[src/rtl/alu_arbiter_if.sv]
// Request/response bundle for the shared ALU: two valid/ready request
// channels in, one valid/ready response channel out.
interface alu_arbiter_if #(
    parameter int DATA_W = 4,
    parameter int OP_W   = 3
);
    logic              req0_valid;
    logic [DATA_W-1:0] req0_a;
    logic [DATA_W-1:0] req0_b;
    logic [OP_W-1:0]   req0_op;
    logic              req0_ready;

    logic              req1_valid;
    logic [DATA_W-1:0] req1_a;
    logic [DATA_W-1:0] req1_b;
    logic [OP_W-1:0]   req1_op;
    logic              req1_ready;

    logic              rsp_valid;
    logic              rsp_ready;
    logic              rsp_id;
    logic [DATA_W-1:0] rsp_result;
    logic              rsp_zero;
    logic              rsp_carry;

    modport slave (
        input  req0_valid, req0_a, req0_b, req0_op,
        input  req1_valid, req1_a, req1_b, req1_op,
        input  rsp_ready,
        output req0_ready, req1_ready,
        output rsp_valid, rsp_id, rsp_result, rsp_zero, rsp_carry
    );

    modport master (
        output req0_valid, req0_a, req0_b, req0_op,
        output req1_valid, req1_a, req1_b, req1_op,
        output rsp_ready,
        input  req0_ready, req1_ready,
        input  rsp_valid, rsp_id, rsp_result, rsp_zero, rsp_carry
    );
endinterface

[src/rtl/alu_arbiter.sv]
// Round-robin share of one registered ALU stage between two requesters,
// with a single backpressured response channel and per-requester counters.
module alu_arbiter #(
    parameter int DATA_W = 4,
    parameter int OP_W   = 3,
    parameter int CNT_W  = 8
) (
    input  logic             clk,
    input  logic             rst,
    alu_arbiter_if.slave     bus,
    output logic             busy,
    output logic [CNT_W-1:0] cnt0,
    output logic [CNT_W-1:0] cnt1
);
    typedef enum logic [1:0] {IDLE, EXEC, RESP} state_t;

    typedef struct packed {
        logic [DATA_W-1:0] a;
        logic [DATA_W-1:0] b;
        logic [OP_W-1:0]   op;
        logic              id;
    } op_t;

    state_t                 state_q, state_d;
    logic                   rr_q, rr_d;
    op_t                    op_q, op_d;
    logic                   rsp_valid_q, rsp_valid_d;
    logic                   rsp_id_q, rsp_id_d;
    logic [DATA_W-1:0]      rsp_result_q, rsp_result_d;
    logic                   rsp_zero_q, rsp_zero_d;
    logic                   rsp_carry_q, rsp_carry_d;
    logic [1:0][CNT_W-1:0]  cnt_q, cnt_d;

    logic [1:0]             vld, rdy;
    logic                   gnt;
    logic [1:0][DATA_W-1:0] a_in, b_in;
    logic [1:0][OP_W-1:0]   op_in;
    logic [DATA_W:0]        alu_wide;

    assign vld   = {bus.req1_valid, bus.req0_valid};
    assign a_in  = {bus.req1_a, bus.req0_a};
    assign b_in  = {bus.req1_b, bus.req0_b};
    assign op_in = {bus.req1_op, bus.req0_op};

    // The pointer only breaks ties; a lone valid always wins.
    assign gnt    = (vld == 2'b11) ? rr_q : vld[1];
    assign rdy[0] = (state_q == IDLE) && vld[0] && !gnt;
    assign rdy[1] = (state_q == IDLE) && vld[1] && gnt;

    // Bit DATA_W of the widened sum/difference is the carry or the borrow.
    always_comb begin
        alu_wide = '0;
        case (op_q.op)
            OP_W'(0): alu_wide = {1'b0, op_q.a} + {1'b0, op_q.b};
            OP_W'(1): alu_wide = {1'b0, op_q.a} - {1'b0, op_q.b};
            OP_W'(2): alu_wide = {1'b0, op_q.a & op_q.b};
            OP_W'(3): alu_wide = {1'b0, op_q.a | op_q.b};
            OP_W'(4): alu_wide = {1'b0, op_q.a ^ op_q.b};
            default:  alu_wide = '0;
        endcase
    end

    always_comb begin
        state_d      = state_q;
        rr_d         = rr_q;
        op_d         = op_q;
        rsp_valid_d  = rsp_valid_q;
        rsp_id_d     = rsp_id_q;
        rsp_result_d = rsp_result_q;
        rsp_zero_d   = rsp_zero_q;
        rsp_carry_d  = rsp_carry_q;
        cnt_d        = cnt_q;
        case (state_q)
            IDLE: begin
                if (|(vld & rdy)) begin
                    op_d    = '{a: a_in[gnt], b: b_in[gnt], op: op_in[gnt], id: gnt};
                    state_d = EXEC;
                end
            end
            EXEC: begin
                rsp_result_d = alu_wide[DATA_W-1:0];
                rsp_zero_d   = (alu_wide[DATA_W-1:0] == '0);
                rsp_carry_d  = alu_wide[DATA_W];
                rsp_id_d     = op_q.id;
                rsp_valid_d  = 1'b1;
                state_d      = RESP;
            end
            RESP: begin
                if (bus.rsp_ready) begin
                    rsp_valid_d = 1'b0;
                    if (cnt_q[rsp_id_q] != '1)
                        cnt_d[rsp_id_q] = cnt_q[rsp_id_q] + 1'b1;
                    rr_d    = ~rsp_id_q;
                    state_d = IDLE;
                end
            end
            default: state_d = IDLE;
        endcase
    end

    always_ff @(posedge clk) begin
        if (rst) begin
            state_q      <= IDLE;
            rr_q         <= 1'b0;
            op_q         <= '0;
            rsp_valid_q  <= 1'b0;
            rsp_id_q     <= 1'b0;
            rsp_result_q <= '0;
            rsp_zero_q   <= 1'b0;
            rsp_carry_q  <= 1'b0;
            cnt_q        <= '0;
        end else begin
            state_q      <= state_d;
            rr_q         <= rr_d;
            op_q         <= op_d;
            rsp_valid_q  <= rsp_valid_d;
            rsp_id_q     <= rsp_id_d;
            rsp_result_q <= rsp_result_d;
            rsp_zero_q   <= rsp_zero_d;
            rsp_carry_q  <= rsp_carry_d;
            cnt_q        <= cnt_d;
        end
    end

    assign bus.req0_ready = rdy[0];
    assign bus.req1_ready = rdy[1];
    assign bus.rsp_valid  = rsp_valid_q;
    assign bus.rsp_id     = rsp_id_q;
    assign bus.rsp_result = rsp_result_q;
    assign bus.rsp_zero   = rsp_zero_q;
    assign bus.rsp_carry  = rsp_carry_q;
    assign busy           = (state_q != IDLE);
    assign cnt0           = cnt_q[0];
    assign cnt1           = cnt_q[1];
endmodule

[src/flat_wrapper.sv]
// flat-port wrapper written by rule: the top's interface ports become plain ports
module alu_arbiter_flat 
#(
    parameter int DATA_W = 4,
    parameter int OP_W   = 3,
    parameter int CNT_W  = 8
)
  (clk, rst, busy, cnt0, cnt1, bus_req0_valid, bus_req0_a, bus_req0_b, bus_req0_op, bus_req1_valid, bus_req1_a, bus_req1_b, bus_req1_op, bus_rsp_ready, bus_req0_ready, bus_req1_ready, bus_rsp_valid, bus_rsp_id, bus_rsp_result, bus_rsp_zero, bus_rsp_carry);
  alu_arbiter_if #(.DATA_W(DATA_W), .OP_W(OP_W)) bus_i ();
  input  logic clk;
  input  logic rst;
  output logic busy;
  output logic [CNT_W-1:0] cnt0;
  output logic [CNT_W-1:0] cnt1;
  input wire logic [$bits(bus_i.req0_valid)-1:0] bus_req0_valid;
  input wire logic [$bits(bus_i.req0_a)-1:0] bus_req0_a;
  input wire logic [$bits(bus_i.req0_b)-1:0] bus_req0_b;
  input wire logic [$bits(bus_i.req0_op)-1:0] bus_req0_op;
  input wire logic [$bits(bus_i.req1_valid)-1:0] bus_req1_valid;
  input wire logic [$bits(bus_i.req1_a)-1:0] bus_req1_a;
  input wire logic [$bits(bus_i.req1_b)-1:0] bus_req1_b;
  input wire logic [$bits(bus_i.req1_op)-1:0] bus_req1_op;
  input wire logic [$bits(bus_i.rsp_ready)-1:0] bus_rsp_ready;
  output wire logic [$bits(bus_i.req0_ready)-1:0] bus_req0_ready;
  output wire logic [$bits(bus_i.req1_ready)-1:0] bus_req1_ready;
  output wire logic [$bits(bus_i.rsp_valid)-1:0] bus_rsp_valid;
  output wire logic [$bits(bus_i.rsp_id)-1:0] bus_rsp_id;
  output wire logic [$bits(bus_i.rsp_result)-1:0] bus_rsp_result;
  output wire logic [$bits(bus_i.rsp_zero)-1:0] bus_rsp_zero;
  output wire logic [$bits(bus_i.rsp_carry)-1:0] bus_rsp_carry;
  assign bus_i.req0_valid = bus_req0_valid;
  assign bus_i.req0_a = bus_req0_a;
  assign bus_i.req0_b = bus_req0_b;
  assign bus_i.req0_op = bus_req0_op;
  assign bus_i.req1_valid = bus_req1_valid;
  assign bus_i.req1_a = bus_req1_a;
  assign bus_i.req1_b = bus_req1_b;
  assign bus_i.req1_op = bus_req1_op;
  assign bus_i.rsp_ready = bus_rsp_ready;
  assign bus_req0_ready = bus_i.req0_ready;
  assign bus_req1_ready = bus_i.req1_ready;
  assign bus_rsp_valid = bus_i.rsp_valid;
  assign bus_rsp_id = bus_i.rsp_id;
  assign bus_rsp_result = bus_i.rsp_result;
  assign bus_rsp_zero = bus_i.rsp_zero;
  assign bus_rsp_carry = bus_i.rsp_carry;
  alu_arbiter #(.DATA_W(DATA_W), .OP_W(OP_W), .CNT_W(CNT_W)) u_core (.clk(clk), .rst(rst), .bus(bus_i), .busy(busy), .cnt0(cnt0), .cnt1(cnt1));
endmodule
[config.mk]
export PLATFORM = sky130hd
export DESIGN_NAME = alu_arbiter_flat
export DESIGN_NICKNAME = d
export VERILOG_FILES = /design/src/rtl/alu_arbiter_if.sv /design/src/rtl/alu_arbiter.sv /design/src/flat_wrapper.sv
export SDC_FILE = /design/constraint.sdc
export NUM_CORES = 1
export LEC_CHECK = 0
export CORE_ASPECT_RATIO = 0.5
export CORE_MARGIN = 4
export CORE_UTILIZATION = 50
export DETAILED_ROUTE_END_ITERATION = 8
export GPL_TIMING_DRIVEN = 1
export PLACE_DENSITY_LB_ADDON = 0.08
export SETUP_SLACK_MARGIN = 0.1
export SYNTH_ARGS = -nofsm -noshare
export SYNTH_HDL_FRONTEND = slang
export SYNTH_SLANG_ARGS = --single-unit
export TNS_END_PERCENT = 5
[constraint.sdc]
create_clock -name clk -period 3.2 [get_ports clk]
set_clock_uncertainty 0.1 [all_clocks]
set_input_delay 0.32 -clock clk [delete_from_list [all_inputs] [get_ports clk]]
set_output_delay 0.32 -clock clk [all_outputs]
set_load 0.01 [all_outputs]
# After elaboration in Yosys (flattened, before gate mapping)
# Index checks and enable logic that the tools add are counted.
# Widths: inputs -> output; s select.
[word_totals]
word_cells = 69
register_bits = 39
in_bits = 27
[classes]
n_addsub = 3
mux = 18
magnitude_cmp = 3
eq_ne = 10
bitwise_logic = 5
reduce_logical = 17
[op_table]
columns = ["operator", "count"]
rows = [
  ["$pmux 5 s5", 1],
  ["$mux 8", 3],
  ["$bwmux 16", 1],
  ["$mux 4", 4],
  ["$add 8x1->8 const B", 1],
  ["$demux 8 s1", 1],
  ["$ne 8x8->1 const B", 1],
  ["$reduce_and 2->1", 4],
  ["$eq 3x2->1 const B", 2],
  ["$mux 3", 2],
  ["$pmux 2 s3", 1],
  ["$add 4x4->5", 1],
  ["$logic_and 1x1->1", 5],
  ["$sub 4x4->5", 1],
  ["$and 4x4->4", 1],
  ["$eq 2x2->1 const B", 2],
  ["$logic_not 4->1", 1],
  ["$lt 1x2->1 const B", 2],
  ["$mux 2", 2],
  ["$ne 2x2->1 const B", 2],
  ["$or 4x4->4", 1],
  ["$reduce_bool 2->1", 2],
  ["$xor 4x4->4", 1],
  ["$eq 3x1->1 const B", 1],
  ["12 further kinds", 13],
]

# Depth between registers and ports, before layout
# Gate-level depths: netlist of run 1.
[logic_depth]
word_depth = 8
mapped_depth = 11
ltp_nobuf = 10

# Worst setup path before layout of run 1
# Ideal clock, no wire load.
[synth_path]
path_type = "register -> register"
from = "register u_core.op_q[4] (netlist bit)"
to = "register u_core.rsp_zero_q, in the netlist u_core.bus.rsp_zero"
path_stages_with_launch = 11
setup_ns = 0.087
slack_ns = 0.915
required_time_ns = 3.013
arrival_time_ns = 2.098
path_cell_list = "dfxtp_1 -> inv_1 -> ha_1 -> a21oi_1 -> xnor2_1 -> ha_1 -> nand2_1 -> o21a_1 -> o221ai_1 -> or3b_1 -> o31ai_1"
[synth_between]
elab_chain_cells = 3
elab_cells_between_ends = 7
[synth_rtl]
columns = ["element", "line_no", "rtl"]
rows = [
  ["start: declaration", "alu_arbiter.sv:26", "op_t op_q, op_d;"],
  ["start signal: assignment", "alu_arbiter.sv:115", "op_q <= op_d;"],
  ["$sub 4x4->5 (tied with other cells)", "alu_arbiter.sv:55", "OP_W'(1): alu_wide = {1'b0, op_q.a} - {1'b0, op_q.b};"],
  ["$pmux 5 s5 (*)", "alu_arbiter.sv:53", "case (op_q.op)"],
  ["$logic_not 4->1 (*)", "alu_arbiter.sv:82", "rsp_zero_d = (alu_wide[DATA_W-1:0] == '0);"],
  ["end signal: assignment", "alu_arbiter.sv:119", "rsp_zero_q <= rsp_zero_d;"],
  ["end: declaration", "alu_arbiter.sv:30", "logic rsp_zero_q, rsp_zero_d;"],
]
# Mark *: on every way between the ends. The rest lies on a longest branch, timed or not.
# A chain may end at the register's enable or synchronous reset.

# Worst setup path in the final report of run 1
# Ends and elaborated chain as after synthesis.

==> results of run 1 <==
==> worst max-delay path, cell delays in order (launching register included) <==
cell and delay [ns]:
dfxtp_1 0.41, inv_1 0.09, ha_1 0.21, a21oi_1 0.16, xnor2_1 0.09, ha_1 0.35
nand2_1 0.10, o21a_1 0.18, o221ai_1 0.21, or3b_1 0.37, o31ai_1 0.18
==> area by class of cell <==
cell class | count | area [sq um] | share of cell area (%)
multi-input cells | 196 | 1370 | 46.3
inverters | 16 | 60.1 | 2.04
flip-flops and latches | 39 | 781 | 26.5
clock inverters | 3 | 43.8 | 1.49
repair buffers | 57 | 561 | 19.0
clock buffers | 5 | 68.8 | 2.34
well taps | 54 | 67.6 | 2.29
==> path summary, 6_finish.rpt <==
path	to	slack (ns)	cells after the start
hold / removal	u_core.bus.rsp_carry	0.36	2
setup reg to reg	u_core.bus.rsp_zero	0.68	10
setup / recovery	u_core.bus.rsp_zero	0.68	10
hold reg to reg	u_core.bus.rsp_carry	0.36	2
==> flip-flops by register name (all words and copies together), names as in the netlist <==
register,flops
u_core.bus.rsp_result,4
u_core.bus.rsp_valid,1
u_core.bus.rsp_carry,1
u_core.bus.rsp_zero,1
u_core.cnt1,8
u_core.rr_q,1
u_core.bus.rsp_id,1
u_core.cnt0,8
u_core.op_q,12
u_core.state_q,2
==> cells in the mapped netlist, drive strengths merged <==
library cell,n
and3b,2
a211oi,18
a31oi,4
clkbuf,7
nor3,6
o31ai,2
fa,1
o221ai,1
nand3b,3
nand2b,5
nand2,15
inv,16
nor2b,3
dfxtp,39
nor2,37
or2,1
o21ai,10
or3b,1
o2111ai,1
xnor2,2
ha,14
nor4bb,1
mux2i,17
nand4b,1
mux2,2
buf,6
and2,2
and3,3
a21oi,13
and2b,1
a21o,1
nand3,7
a22oi,1
nor3b,1
or3,2
o21bai,1
xor2,7
nand4,4
o21a,4
o211ai,2
==> power by group <==
group,leakage [nW],switching [mW],internal [mW],total (mW)
logic,0.821,0.177,0.183,0.360
clock network,0.0581,0.183,0.232,0.415
registers,0.319,0.0395,0.518,0.557
==> kinds of logic (layout without fill, tap and decap cells) <==
kind of cell    after synthesis  in the layout  synth area share, %
compound gates               58             58                 17.9
mux                          19             19                 8.48
simple gates                 95             95                 21.7
buf+inv                      29             81                 5.51
flops                        39             39                 34.4
fa+ha+maj                    15             15                 8.60
xor+xnor                      9              9                 3.47
==> metal layers <==
layer	global-route usage [%]	vias to the layer above	share of wire (%)
li1	-	1033	-
met1	22.4	912	46
met2	30.7	45	48
met3	4.51	10	5.3
met4	6.83	0	1.7
met5	0	-	0
==> stage by stage <==
step / cells / cell area [sq um] / util [%] / power, mW
after floorplan: 264 / 2270 / - / 0.806
after global placement: 362 / 2830 / 68.7 / 0.915
after detailed placement: 362 / 2830 / 68.7 / 0.924
after CTS: 370 / 2950 / 71.5 / 1.35
after global routing: 370 / 2950 / 71.5 / 1.42
final: 370 / 2950 / 71.5 / 1.33
==> metrics.yaml, run 1 <==
status: "complete, no violations"
numCtsBuffers: 5
p_leak_nw: 1.20
die-height_um: 55.7
yosysSeqAreaShare_pct: 34.4
cts_sinks: 39
cts_resized: 0
clk_pin_slew_ns: 0.08
peakVddDrop_mv: 0.252
yosysWarningCount: 0
yosysTopAreaCell: "dfxtp_1"
area_growth_pct: 29.8
tightest_slew_ns: 0.533
grt_pass1_vias: 1903
drc: 0
crit-reg2reg-launch: "u_core.op_q[4]"
rows: 16
fin_tns_setup_ns: 0
hold_buffers: 0
insertion_delay_ns: 0.30
io_pins: 54
cap_viol_max_count: 0
die_w_um: 103
rsz0062_at_grt: "false"
crit_type: "reg2reg"
finalSetupViolCount: 0
holdCritPathClass: "reg2reg"
grt_first_pass_wirelength_mm: 8.47
cp.required_ns: 3.31
grtUsageTotal_pct: 18.3
drt_iter0_markers: 46
start_util_pct: 55.1
synthesis.area_sq_um: 2270
overflow: 0
clk_path_buf_depth: 2
place_ws_ns: 0.715
finalMaxSlewViolations: 0
layout_common_cells: "clkdlybuf4s50_1, dfxtp_1, nor2_1, a211oi_1, mux2i_1"
nets: 357
vias_per_cell: 5.41
synth.distinct_cells: 51
cts_setup_buffers: 0
hold_slack_ns: 0.359
final_common_cell: "clkdlybuf4s50_1"
route.vias.total: 2000
cp_max_fo: 5
period_share_pct: 78.8
synth-seq-cells: 39
synth_top_area_share_pct: 34.4
port_buffers: 53
synthCells: 264
drtAntennaViolNets: 0
max_freq_mhz: 397
fillers: 332
avgSynthCellArea_sq_um: 8.60
antenna_found_initial: 0
cts_tree: "done"
synthesis.nets: 306
hold_start: "u_core.bus.rsp_carry"
worst_setup_path_start_kind: "flop"
cp-end-kind: "flop"
cts_root_buffer: "clkbuf_8"
startpoint: "u_core.op_q[4]"
htreeDepth: 2
die_area_sq_um: 5750
drt-wirelength-per-cell_um: 13.4
synthTopCellsByArea: "dfxtp_1, ha_1, mux2i_1, a211oi_1, nor2_1"
place_hpwl_mm: 3.77
grt_max_degree: 23
relSlewSlack_pct: 64.4
insertedDiodeCount: 0
worstPathArrival_ns: 2.63
core-area_sq_um: 4120
finalWorstSetupSlack_ns: 0.678
hold_viol_final: 0
layout-drive-gt1-share_pct: 7.28
gp_congestion: 0.958
fin_crit_ns: 2.52
drt_pass1_iterations: 5
p_per_area_nw_per_um2: 452
drt_wl_total_mm: 4.95
Power figures use the tool's default switching activity.
==> inputs of run 2 (changes only) <==
- clock period: 3.2 -> 2.39 ns (I/O delays scaled with it)
==> metrics.yaml, run 2 (synthesis results as in run 1) <==
start_util_pct: 55.1
fin_tns_setup_ns: 0
drc: 0
cp_max_fo: 4
htreeDepth: 2
status: "complete, no violations"
cp.required_ns: 2.51
hold_slack_ns: 0.365
fillers: 335
place_hpwl_mm: 3.86
clk_pin_slew_ns: 0.08
cts_tree: "done"
final_area_sq_um: 3090
holdCritPathClass: "reg2reg"
overflow: 0
die-height_um: 55.7
regMostFlops: "u_core.op_q"
hold_viol_final: 0
clk_path_buf_depth: 2
grt_first_pass_wirelength_mm: 8.88
cts_root_buffer: "clkbuf_8"
drt_pass1_iterations: 4
worstPathArrival_ns: 2.41
gp_congestion: 0.822
cap_viol_max_count: 0
crit_type: "reg2reg"
route.vias.total: 2080
busiest_layer: "met2"
final_common_cell: "clkdlybuf4s50_1"
finalWorstSetupSlack_ns: 0.0982
cts_sinks: 39
period_share_pct: 95.9
p_seq_share_pct: 40.5
layout_common_cells: "clkdlybuf4s50_1, nor2_1, dfxtp_1, a211oi_1, buf_4"
die_w_um: 103
placedCellCount: 368
placed_area_sq_um: 2880
drtAntennaViolNets: 0
drt_wl_total_mm: 5.30
tightest_slew_ns: 0.506
utilization_pct: 75.0
vias_per_cell: 5.43
multi_input_area_sq_um: 1430
largest_reg_flops: 12
use_met1_pct: 22.7
port_buffers: 53
grt_pass1_vias: 2018
p_leak_nw: 1.26
rsz0062_at_grt: "true"
sw_frac_of_total_pct: 32.7
internal_power_mw: 1.22
io_pins: 54
die_area_sq_um: 5750
fin_cells: 383
critPathTopFamily: "simple AND/OR/NAND/NOR gates"
path_cells: "nor2_4 -> nand2_4 -> mux2i_4 -> ha_1 -> nand2_2 -> o21a_1 -> o221ai_2 -> or3b_1 -> o31ai_1"
p_per_area_nw_per_um2: 587
antenna_found_initial: 0
area_growth_pct: 36.2
total_power_mw: 1.82
place_ws_ns: 0.0375
insertedDiodeCount: 0
drt-wirelength-per-cell_um: 13.8
cp-end-kind: "flop"
layout-drive-gt1-share_pct: 15.5
insertion_delay_ns: 0.30
rows: 16
nets: 370
peakVddDrop_mv: 0.328
numCtsBuffers: 5
slowest_delay_ns: 0.36
finalSetupViolCount: 0
seq_area_sq_um: 785
fin_crit_ns: 2.29
cp_slowest_cell: "or3b_1"
p_clk_share_pct: 25.0
grtUsageTotal_pct: 19.1
hold_buffers: 0
crit_buf_inv: 0
finalMaxSlewViolations: 0
grt_max_degree: 42
worst_setup_path_start_kind: "flop"
drt_iter0_markers: 30
core-area_sq_um: 4120
relSlewSlack_pct: 66.2
max_freq_mhz: 436
p_comb_share_pct: 34.5
use_met2_pct: 33.1
globalRouteMet3Util_pct: 4.88
switchingPower_mw: 0.594
[run 2: cell count changes in the layout (fill, tap and decap cells not counted), sizes merged]
cell	previous run	this run
buf	4	17
clkinvlp	0	2
clkinv	2	1
bufinv	1	0
[run 2: power groups by stage]
stage          Clock (mW)  Combinational (mW)  Sequential, mW
2_1_floorplan           0               0.334           0.745
3_3_place_gp            0               0.497           0.744
3_5_place_dp            0               0.507           0.745
4_1_cts             0.461               0.542           0.732
5_1_grt             0.492               0.690           0.741
6_report            0.454               0.626           0.735
[run 2: worst register-to-register path, delay by kind of cell, from the launching register on]
family | cells | cell delay, ns
simple gates | 4 | 0.69
compound gates | 3 | 0.59
flops | 1 | 0.34
fa+ha+maj | 1 | 0.29
mux | 1 | 0.21
[run 2: repair_timing]
| action | 4_1_cts | 5_1_grt |
|---|---|---|
| setup buffers | 1 | 6 |
| setup endpoints to repair | 1 | 3 |
| pin swaps | 1 | 11 |
| resized for setup | 4 | 15 |
[run 2: path summary, 6_finish.rpt]
path | startpoint | end | slack (ns) | depth (start not counted)
worst max-delay path | u_core.op_q[2] | u_core.bus.rsp_zero | 0.1 | 9
worst min-delay path | u_core.op_q[0] | u_core.bus.rsp_id | 0.36 | 2
worst max register to register | u_core.op_q[2] | u_core.bus.rsp_zero | 0.1 | 9
worst min register to register | u_core.op_q[0] | u_core.bus.rsp_id | 0.36 | 2
[run 2: final cells by class]
class | instances | share of cell area (%)
clock buffer | 5 | 2.22
multi-input combinational | 196 | 46.4
inverter | 16 | 1.94
timing repair buffer | 70 | 21.3
clock inverter | 3 | 0.647
sequential | 39 | 25.4
tap | 54 | 2.18
[run 2: layer usage]
layer | wire (um) | part of all wire [%]
met1 | 2390 | 45
met2 | 2570 | 49
met3 | 286 | 5.4
met4 | 50 | 0.94
met5 | 0 | 0
==> inputs of run 3 (changes only) <==
- CORE_UTILIZATION: 50 -> 40
==> metrics.yaml, run 3 (synthesis results as in run 1) <==
status: "complete, no violations"
reg2reg_depth: 9
insertedDiodeCount: 0
final_common_cell: "clkdlybuf4s50_1"
hold_viol_final: 0
hold_slack_ns: 0.348
rows: 19
period_share_pct: 96.3
finalSetupViolCount: 0
fillers: 498
numCtsBuffers: 5
seq_area_sq_um: 786
die_w_um: 115
cts_root_buffer: "clkbuf_16"
grtUsageTotal_pct: 15.9
finalMaxSlewViolations: 0
drtAntennaViolNets: 0
rsz0062_at_grt: "true"
finalWorstSetupSlack_ns: 0.0878
drc: 0
place_ws_ns: 0.0460
tightest_slew_ns: 0.498
vias_per_cell: 5.05
cts_sinks: 39
route.vias.total: 2010
largest_reg_flops: 12
clk_path_buf_depth: 2
worstPathArrival_ns: 2.40
internal_power_mw: 1.38
drt_pass1_iterations: 4
regMostFlops: "u_core.op_q"
grt_first_pass_wirelength_mm: 9.02
cp_slowest_cell: "ha_1"
holdCritPathClass: "reg2reg"
htreeDepth: 2
slowest_delay_ns: 0.36
p_comb_share_pct: 29.9
max_freq_mhz: 434
worst_setup_path_start_kind: "flop"
layout_common_cells: "clkdlybuf4s50_1, nor2_1, dfxtp_1, a211oi_1, mux2i_1"
die-height_um: 61.3
antenna_found_initial: 0
start_util_pct: 41.4
gp_congestion: 0.868
crit-reg2reg-launch: "u_core.op_q[2]"
grt_max_degree: 23
r2r_setup_slack_ns: 0.09
drt-wirelength-per-cell_um: 12.9
io_pins: 54
drt_iter0_markers: 70
peakVddDrop_mv: 0.289
cp.required_ns: 2.49
r2r_end: "u_core.bus.rsp_zero"
whs_path_depth: 2
fin_crit_ns: 2.30
p_leak_nw: 1.27
p_per_area_nw_per_um2: 627
nets: 366
overflow: 0
p_seq_share_pct: 37.4
multi_input_area_sq_um: 1440
place_hpwl_mm: 3.95
clk_pin_slew_ns: 0.06
cts_tree: "done"
cap_viol_max_count: 0
hold_end: "u_core.bus.rsp_id"
area_growth_pct: 38.4
relSlewSlack_pct: 66.7
sw_frac_of_total_pct: 29.8
crit_type: "reg2reg"
layout-drive-gt1-share_pct: 14.8
port_buffers: 53
grt_pass1_vias: 2004
drt_wl_total_mm: 5.15
hold_buffers: 0
hold_start: "u_core.op_q[0]"
insertion_delay_ns: 0.28
p_clk_share_pct: 32.7
switchingPower_mw: 0.587
die_area_sq_um: 7020
path_cells: "nor2_4 -> a21oi_2 -> xnor2_1 -> ha_1 -> nand2_2 -> o21a_1 -> o221ai_2 -> or3b_1 -> o31ai_1"
cp-end-kind: "flop"
core-area_sq_um: 5490
cp_max_fo: 6
==> run 3: worst max path at each step <==
stage	from	slack, ns	endpoint	cells after the start
2_1_floorplan	u_core.op_q[4]	0.10	u_core.bus.rsp_zero	10
3_3_place_gp	u_core.op_q[4]	0.09	u_core.bus.rsp_zero	10
3_5_place_dp	u_core.op_q[4]	0.05	u_core.bus.rsp_zero	10
4_1_cts	u_core.op_q[4]	0.08	u_core.bus.rsp_zero	9
5_1_grt	u_core.op_q[2]	-0.05	u_core.bus.rsp_zero	9
6_report	u_core.op_q[2]	0.09	u_core.bus.rsp_zero	9
==> run 3: layout make-up <==
class | count | area share, %
multi-input combinational | 196 | 45.7
sequential | 39 | 25.0
timing repair buffer | 66 | 20.0
clock buffer | 6 | 4.10
tap | 73 | 2.91
inverter | 16 | 1.91
clock inverter | 2 | 0.398
==> run 3: critical path, delay by kind of cell, from the launching register on <==
kind | cells | cell delay [ns]
AO/OA/AOI/OAI | 4 | 0.63
XOR/XNOR | 1 | 0.14
adder cells (fa/ha/maj) | 1 | 0.36
flip-flops | 1 | 0.33
AND/OR/NAND/NOR | 3 | 0.65
==> run 3: metal layers <==
metal | vias up | global-route usage (%) | share of wire [%]
met5 | - | 0 | 0
met4 | 0 | 4.23 | 0.56
met3 | 4 | 3.93 | 4.1
met2 | 34 | 29.4 | 49
met1 | 926 | 19.1 | 46
li1 | 1046 | - | -
==> run 3: power by group through the flow <==
stage,Sequential (mW),Clock [mW],Combinational (mW)
finish,0.738,0.645,0.589
global route,0.745,0.687,0.659
CTS,0.734,0.665,0.534
detailed placement,0.746,0,0.509
global placement,0.745,0,0.497
floorplan,0.745,0,0.334
==> run 3: metrics by stage <==
stage | std cells | utilization (%) | setup TNS [ns] | power (mW) | instance area (sq um)
3_3_place_gp | 388 | 53.0 | 0 | 1.24 | 2910
2_1_floorplan | 264 | - | 0 | 1.08 | 2270
3_5_place_dp | 388 | 53.0 | 0 | 1.25 | 2910
6_report | 398 | 57.2 | 0 | 1.97 | 3140
5_1_grt | 398 | 57.2 | -0.0467 | 2.09 | 3140
4_1_cts | 397 | 56.0 | 0 | 1.93 | 3070
==> run 3: timing repair <==
item                       in CTS  in global routing
resized for setup               3                 18
setup endpoints to repair       2                  5
buffers inserted                1                  1
pin swaps                       1                 13
